`src/rtl/rtc_edit_pkg.sv`:
```
// Shared constants for the RTC edit controller: field indices, group codes,
// per-field BCD limits, FSM state encoding, and small lookup helpers.
// Pure declarations, no logic or state.
package rtc_edit_pkg;

    // Field index f; f = 0 is DD (bits [71:64]) ... f = 8 is TimerSEG (bits [7:0])
    localparam logic [3:0] F_DD    = 4'd0;
    localparam logic [3:0] F_M     = 4'd1;
    localparam logic [3:0] F_AN    = 4'd2;
    localparam logic [3:0] F_HORA  = 4'd3;
    localparam logic [3:0] F_MIN   = 4'd4;
    localparam logic [3:0] F_SEG   = 4'd5;
    localparam logic [3:0] F_THORA = 4'd6;
    localparam logic [3:0] F_TMIN  = 4'd7;
    localparam logic [3:0] F_TSEG  = 4'd8;

    // Group encodings, shared with mode_sel and wr_group
    localparam logic [1:0] G_NONE  = 2'd0;
    localparam logic [1:0] G_FECHA = 2'd1;
    localparam logic [1:0] G_HORA  = 2'd2;
    localparam logic [1:0] G_TIMER = 2'd3;

    // Legal BCD ranges; timer fields reuse the time-of-day limits
    localparam logic [7:0] DD_MIN   = 8'h01;
    localparam logic [7:0] DD_MAX   = 8'h31;
    localparam logic [7:0] M_MIN    = 8'h01;
    localparam logic [7:0] M_MAX    = 8'h12;
    localparam logic [7:0] AN_MIN   = 8'h00;
    localparam logic [7:0] AN_MAX   = 8'h99;
    localparam logic [7:0] HORA_MIN = 8'h00;
    localparam logic [7:0] HORA_MAX = 8'h23;
    localparam logic [7:0] MS_MIN   = 8'h00;
    localparam logic [7:0] MS_MAX   = 8'h59;

    typedef enum logic [1:0] {
        ST_IDLE     = 2'd0,
        ST_EDIT     = 2'd1,
        ST_COMMIT   = 2'd2,
        ST_WAIT_ACK = 2'd3
    } state_t;

    function automatic logic [7:0] field_min(input logic [3:0] f);
        case (f)
            F_DD:    return DD_MIN;
            F_M:     return M_MIN;
            F_AN:    return AN_MIN;
            default: return MS_MIN;
        endcase
    endfunction

    function automatic logic [7:0] field_max(input logic [3:0] f);
        case (f)
            F_DD:            return DD_MAX;
            F_M:             return M_MAX;
            F_AN:            return AN_MAX;
            F_HORA, F_THORA: return HORA_MAX;
            default:         return MS_MAX;
        endcase
    endfunction

    function automatic logic [3:0] group_first(input logic [1:0] g);
        case (g)
            G_HORA:  return F_HORA;
            G_TIMER: return F_THORA;
            default: return F_DD;
        endcase
    endfunction

endpackage

```
`src/rtl/rtc_edit_ctrl_bcd_step.sv`:
```
// One-step BCD increment/decrement with wrap between min and max.
// Combinational, zero latency; no handshake.
// Invalid BCD or out-of-range input snaps to min instead of stepping.
module bcd_step (
    input  logic [7:0] value,
    input  logic [7:0] min,
    input  logic [7:0] max,
    input  logic       dir,
    output logic [7:0] next
);

    logic valid;

    // Validate the input, then step up (dir=1) or down (dir=0) with decimal carry/borrow
    always_comb begin
        valid = (value[7:4] <= 4'd9) && (value[3:0] <= 4'd9) &&
                (value >= min) && (value <= max);
        next  = min;
        if (valid) begin
            if (dir) begin
                if (value == max)
                    next = min;
                else if (value[3:0] == 4'd9)
                    next = {value[7:4] + 4'd1, 4'd0};
                else
                    next = value + 8'd1;
            end else begin
                if (value == min)
                    next = max;
                else if (value[3:0] == 4'd0)
                    next = {value[7:4] - 4'd1, 4'd9};
                else
                    next = value - 8'd1;
            end
        end
    end

endmodule

```
`src/rtl/rtc_edit_ctrl.sv`:
```
// Edit/cursor controller: snapshots RTC fields, edits one group, commits via req/ack.
// All outputs registered, latency 1 cycle from the triggering input.
// wr_req held until wr_ack or ACK_TIMEOUT; buttons ignored while committing.
module rtc_edit_ctrl
    import rtc_edit_pkg::*;
#(
    parameter int ACK_TIMEOUT = 1023,
    parameter int TO_W        = 10
) (
    input  logic        CLK,
    input  logic        RESET,
    input  logic [1:0]  mode_sel,
    input  logic        btn_up,
    input  logic        btn_down,
    input  logic        btn_left,
    input  logic        btn_right,
    input  logic        btn_enter,
    input  logic [71:0] rtc_fields_in,
    input  logic        wr_ack,
    output logic [71:0] edit_fields,
    output logic [8:0]  bandera_cursor,
    output logic        wr_req,
    output logic [1:0]  wr_group,
    output logic        busy,
    output logic        err_timeout
);

    state_t          state;
    logic [1:0]      grp;
    logic [3:0]      cur_f;
    logic [TO_W-1:0] to_cnt;

    logic [3:0]      first_f;
    logic [3:0]      last_f;
    logic [3:0]      right_f;
    logic [3:0]      left_f;
    logic [6:0]      cur_lsb;
    logic [7:0]      cur_val;
    logic [7:0]      cur_min;
    logic [7:0]      cur_max;
    logic [7:0]      step_val;

    // Cursor neighbours within the latched group, and the selected field's value and limits
    always_comb begin
        first_f = group_first(grp);
        last_f  = first_f + 4'd2;
        right_f = (cur_f == last_f)  ? first_f : cur_f + 4'd1;
        left_f  = (cur_f == first_f) ? last_f  : cur_f - 4'd1;
        cur_lsb = {4'd8 - cur_f, 3'b000};
        cur_val = edit_fields[cur_lsb +: 8];
        cur_min = field_min(cur_f);
        cur_max = field_max(cur_f);
    end

    // Up wins over down when both are pressed, matching the button priority
    bcd_step u_step (
        .value (cur_val),
        .min   (cur_min),
        .max   (cur_max),
        .dir   (btn_up),
        .next  (step_val)
    );

    // Main FSM: snapshot/track, cursor and field edits, commit handshake with timeout
    always_ff @(posedge CLK or posedge RESET) begin
        if (RESET) begin
            state          <= ST_IDLE;
            grp            <= G_NONE;
            cur_f          <= 4'd0;
            to_cnt         <= '0;
            edit_fields    <= '0;
            bandera_cursor <= '0;
            wr_req         <= 1'b0;
            wr_group       <= G_NONE;
            busy           <= 1'b0;
            err_timeout    <= 1'b0;
        end else begin
            err_timeout <= 1'b0;
            case (state)
                ST_IDLE: begin
                    edit_fields    <= rtc_fields_in;
                    bandera_cursor <= '0;
                    if (btn_enter && (mode_sel != G_NONE)) begin
                        state          <= ST_EDIT;
                        busy           <= 1'b1;
                        grp            <= mode_sel;
                        cur_f          <= group_first(mode_sel);
                        bandera_cursor <= 9'h100 >> group_first(mode_sel);
                    end
                end
                ST_EDIT: begin
                    // A mode change abandons the edit without writing anything
                    if (mode_sel != grp) begin
                        state          <= ST_IDLE;
                        busy           <= 1'b0;
                        bandera_cursor <= '0;
                    end else if (btn_enter) begin
                        state <= ST_COMMIT;
                    end else if (btn_up || btn_down) begin
                        edit_fields[cur_lsb +: 8] <= step_val;
                    end else if (btn_right) begin
                        cur_f          <= right_f;
                        bandera_cursor <= 9'h100 >> right_f;
                    end else if (btn_left) begin
                        cur_f          <= left_f;
                        bandera_cursor <= 9'h100 >> left_f;
                    end
                end
                ST_COMMIT: begin
                    wr_req   <= 1'b1;
                    wr_group <= grp;
                    to_cnt   <= '0;
                    state    <= ST_WAIT_ACK;
                end
                ST_WAIT_ACK: begin
                    // An ack arriving on the timeout cycle still counts as success
                    if (wr_ack) begin
                        state          <= ST_IDLE;
                        wr_req         <= 1'b0;
                        busy           <= 1'b0;
                        bandera_cursor <= '0;
                    end else if (to_cnt == TO_W'(ACK_TIMEOUT)) begin
                        state          <= ST_IDLE;
                        wr_req         <= 1'b0;
                        busy           <= 1'b0;
                        bandera_cursor <= '0;
                        err_timeout    <= 1'b1;
                    end else begin
                        to_cnt <= to_cnt + 1'b1;
                    end
                end
                default: begin
                    state <= ST_IDLE;
                    busy  <= 1'b0;
                end
            endcase
        end
    end

endmodule

```
`config.mk`:
```
export PLATFORM = sky130hd
export DESIGN_NAME = rtc_edit_ctrl
export DESIGN_NICKNAME = d
export VERILOG_FILES = /design/src/rtl/rtc_edit_pkg.sv /design/src/rtl/rtc_edit_ctrl_bcd_step.sv /design/src/rtl/rtc_edit_ctrl.sv
export SDC_FILE = /design/constraint.sdc
export NUM_CORES = 1
export LEC_CHECK = 0
export BUFFER_PORTS_ARGS = -buffer_cell sky130_fd_sc_hd__buf_2
export CAP_MARGIN = 5
export CORE_MARGIN = 4
export CORE_UTILIZATION = 45
export DETAILED_ROUTE_END_ITERATION = 7
export PLACE_DENSITY = 0.74
export SETUP_SLACK_MARGIN = 0.02
export SYNTH_ARGS = -nofsm -noshare
export SYNTH_HDL_FRONTEND = slang
export SYNTH_SLANG_ARGS = --single-unit
```
`constraint.sdc`:
```
create_clock -name CLK -period 12.4 [get_ports CLK]
set_clock_uncertainty 0.05 [all_clocks]
set_input_delay 1.24 -clock CLK [delete_from_list [all_inputs] [get_ports CLK]]
set_output_delay 1.24 -clock CLK [all_outputs]
set_load 0.05 [all_outputs]
```
==> results.md <==
Outcome:
- The run finished with clean final reports.

Setup path:
- The source of the critical timing path is cur_f[0].
- The slowest cell on the critical path is sky130_fd_sc_hd__nor3_2.
- The startpoint identified for the worst register-to-register timing path is cur_f[0].
- The worst setup path is captured at a register.
- The kind of critical path is register to register.
- The endpoint of the worst setup timing path is edit_fields[56].
- The signal on the critical path passes through inv_1, ha_2, or4b_1, o22ai_2, nand2_1, and2_4, inv_2, ha_1, nand3_1, or2_2, o21ai_0, o221a_2, o221ai_2, nor3_2, a22oi_1, o211ai_1.
- Along the worst path, the maximum fanout reaches 44.
- The worst-case register-to-register setup slack is 5.96 ns.
- The critical path required time is 12.62 ns.
- The data arrival at the endpoint of the critical path is 6.67 ns.
- The number of cells on the worst reg-to-reg path is 16.
- STA classifies the critical path startpoint as a register.
- The endpoint of the most critical register-to-register path is edit_fields[56].
- For this run, the slowest stage of the critical path takes 0.96 ns.

Clocking:
- The deepest clock path buffer count is 2.
- The number of H-tree levels is 3.
- The number of buffers inserted by hold repair at cts is 0.
- The post-cts gate resize count is 0.
- TritonCTS built the clock tree.
- The total clock sinks is 104.
- In this run the clock root is driven by a sky130_fd_sc_hd__clkbuf_16.
- The number of setup buffers added after CTS is 0.
- The clock insertion delay at the later pin of the skew report is 0.36 ns.
- The clock transition at the registers of the reported paths is 0.07 ns.
- Clock tree synthesis inserted a total of 9 buffers.

GRT:
- The via count of the first global-routing pass is 7,308.
- The number of antenna violations at the first check in global routing is 0.
- Summed over all layers, the global routing overflow is 0.
- The first global-routing pass estimated 39,800 um of wire.
- The global routing usage summed across all routing layers is 27.0%.
- The pin count of the biggest net entering global routing is 82.

Synth:
- The total of warnings raised by yosys is 0.
- The flop and latch count out of synthesis is 104.
- The post-synthesis instance area is 7550 um^2.
- Yosys mapped the design onto 80 distinct sky130hd cell types.
- The number of nets in the synthesized netlist is 1,011.
- The cell count after synthesis came out at 907.
- After synthesis, flip-flops and latches occupy 34.5% of the total area.
- The top flip-flop cell by instance count after synthesis is sky130_fd_sc_hd__dfrtp_1.
- Yosys mapped a number of flops with a built-in enable equal to 0.
- In the synthesized netlist the async set-or-reset flop fraction comes to 100%.
- In this run the mean area of a mapped cell was 8.32 um^2.

Routing:
- The final routed DRC violation total is 0.
- The total wire length after detailed routing is 25,700 um.
- The count of routing violations after the opening detailed-route iteration is 686.
- Dividing the detail-routed via count by the number of cells gives 6.27.
- The routed via count is 7,852.
- The number of nets with antenna violations after routing is 0.
- In the final routed layout, each cell accounts on average for 20.5 um.
- Before antenna repair, the detailed router went through 5 iterations.

Die:
- The placeable core region is 16,500 um^2.
- The overall die height is 138 um.
- The die covers 18,900 um^2.
- The count of pins on the block boundary is 168.
- The floorplan has 47 rows.
- The initial core utilization is 45.7%.
- The x dimension of the die is 138 um.

STA:
- The final critical path takes up 52.0% of the cycle.
- Static timing analysis puts the maximum clock frequency at 0.155 GHz.
- Subtracting the final worst setup slack from the clock period gives 6.44 ns.
- Setup repair after global routing left no endpoint under its margin.
- The final count of negative-setup-slack endpoints is 0.
- The max-slew headroom at the worst pin is 18.3%.
- For the pin with the worst max-slew slack, the measured transition is 1.22 ns.
- The number of hold violations in the final report is 0.
- The final-layout setup total negative slack is 0 ns.
- The count of final max-slew check failures was 0.
- Across all hold checks on the routed design, the worst slack comes to 0.424 ns.

Final layout:
- The repair_antennas step left the layout with diodes totalling 0.
- The area of all sequential standard cells is 2600 um^2.
- The filler cells instantiated in the layout total 1,593.
- The fraction of layout cells with a size suffix above 1 is 23.3%.
- In the final layout, the multi-input gates occupy 4550 um^2.
- Relative to the synthesized area, the layout overhead comes to 15.4%.
- The net count of the finished layout is 1,131.

Job:
- Across the run, the number of max-cap violations was 0.

Hold path:
- The min-delay analysis places its worst path in the category register to register.

Placement:
- The weighted congestion reported at the end of routability-driven placement is 0.948.
- The detailed placer's ending HPWL is 19,100 um.
- The count of input and output buffers is 167.
[how the worst min path moves through the flow]
stage,from,to,slack [ns],cells after the start
CTS,wr_req,wr_req,0.43,1
detailed placement,wr_req,wr_req,0.41,1
global placement,wr_req,wr_req,0.41,1
floorplan,to_cnt[9],to_cnt[9],0.39,1
global route,wr_req,wr_req,0.46,1
finish,to_cnt[9],to_cnt[9],0.42,1
[flip-flops by register name, indices dropped and copies added, names as in the netlist, named ones only]
name	cells
edit_fields	72
wr_group	2
cur_f	4
bandera_cursor	9
to_cnt	10
err_timeout	1
grp	2
wr_req	1
state	1
busy	1
[final cells by class]
class	instances	share of cell area, %
flip-flops and latches	104	29.9
inverters	20	0.891
multi-input cells	718	52.3
repair buffers	174	10.2
clock inverters	6	0.847
well taps	220	3.16
clock buffers	10	2.74
[placed cells by master, fill, tap and decap left out, types with 7 or more instances in the layout]
cell type	Yosys	final
sky130_fd_sc_hd__nor2_1	83	83
sky130_fd_sc_hd__a21o_1	7	7
sky130_fd_sc_hd__a32oi_1	14	14
sky130_fd_sc_hd__clkbuf_16	0	9
sky130_fd_sc_hd__or2_2	7	7
sky130_fd_sc_hd__a311oi_1	8	8
sky130_fd_sc_hd__o211ai_1	13	13
sky130_fd_sc_hd__inv_1	17	16
sky130_fd_sc_hd__o21ai_0	75	75
sky130_fd_sc_hd__xnor2_1	7	7
sky130_fd_sc_hd__nand2_1	106	106
sky130_fd_sc_hd__buf_4	5	7
sky130_fd_sc_hd__nor2b_1	8	8
sky130_fd_sc_hd__o22ai_1	10	10
sky130_fd_sc_hd__buf_2	9	167
sky130_fd_sc_hd__ha_1	22	21
sky130_fd_sc_hd__dfrtp_1	104	104
sky130_fd_sc_hd__mux2i_1	36	36
sky130_fd_sc_hd__o31ai_1	20	20
sky130_fd_sc_hd__and3_1	31	31
sky130_fd_sc_hd__nand4_1	12	12
sky130_fd_sc_hd__nand2b_1	13	12
sky130_fd_sc_hd__mux2_2	10	10
sky130_fd_sc_hd__a31oi_1	7	7
sky130_fd_sc_hd__nand3_1	50	50
sky130_fd_sc_hd__a21oi_1	72	72
sky130_fd_sc_hd__nor3_1	8	8
[Yosys cell counts, drive strengths merged (5+ instances only)]
cell type,count,area [um^2]
a31oi,7,43.8
nor2,83,312
o21ai,77,385
or2,7,43.8
ha,22,275
o31ai,22,184
mux2i,36,360
a21oi,74,378
a22oi,5,42.5
and2,7,51.3
mux2,11,124
nor2b,8,50.1
inv,20,75.1
nand3,50,250
clkbuf,39,146
o211ai,13,97.6
o22ai,11,75.1
and3,31,194
nand4,12,75.1
nor4,8,92.6
nor3,11,70.1
a21o,7,52.6
buf,26,180
a32oi,14,123
dfrtp,104,2600
a311oi,8,70.1
nand2b,13,81.3
xnor2,8,88.8
xor2,5,62.6
nand2,107,404
[cells by family after synthesis]
group	Yosys count	share of synthesized area (%)
buffers and inverters	85	5.32
AOI/OAI and AO/OA	283	24.9
DFF	104	34.5
and+or+nand+nor	353	23.3
adders and majority gates	22	3.65
xor gates and xnor gates	13	2.01
muxes	47	6.42
[critical path, delay by kind of cell (launching register included)]
kind	cells	cell delay (ns)
AO/OA/AOI/OAI	6	1.69
AND/OR/NAND/NOR	6	2.45
buffers and inverters	2	0.75
flip-flops	1	0.38
adder cells (fa/ha/maj)	2	1.01
[metal layers]
| layer | wire length [um] | vias up | track usage (%) | part of all wire, % |
|---|---|---|---|---|
| met2 | 11600 | 405 | 40.4 | 45 |
| met5 | 0 | - | 0 | 0 |
| met4 | 811 | 0 | 10.2 | 3.2 |
| met1 | 11200 | 3803 | 39.3 | 44 |
| met3 | 2110 | 58 | 3.94 | 8.2 |
| li1 | - | 3586 | - | - |
[stage by stage]
| step | util (%) | setup WS (ns) | instances | cell area (um^2) |
|---|---|---|---|---|
| after global routing | 52.7 | 5.60 | 1252 | 8710 |
| after CTS | 52.7 | 6.12 | 1252 | 8710 |
| final | 52.7 | 5.96 | 1252 | 8710 |
| after global placement | 50.8 | 6.26 | 1236 | 8400 |
| after detailed placement | 50.8 | 6.15 | 1236 | 8400 |
| after floorplan | - | 7.55 | 907 | 7550 |
Power is left out: the tool's default activity adds up to more than one toggle a clock period on the data nets, which glitch-free logic cannot reach.
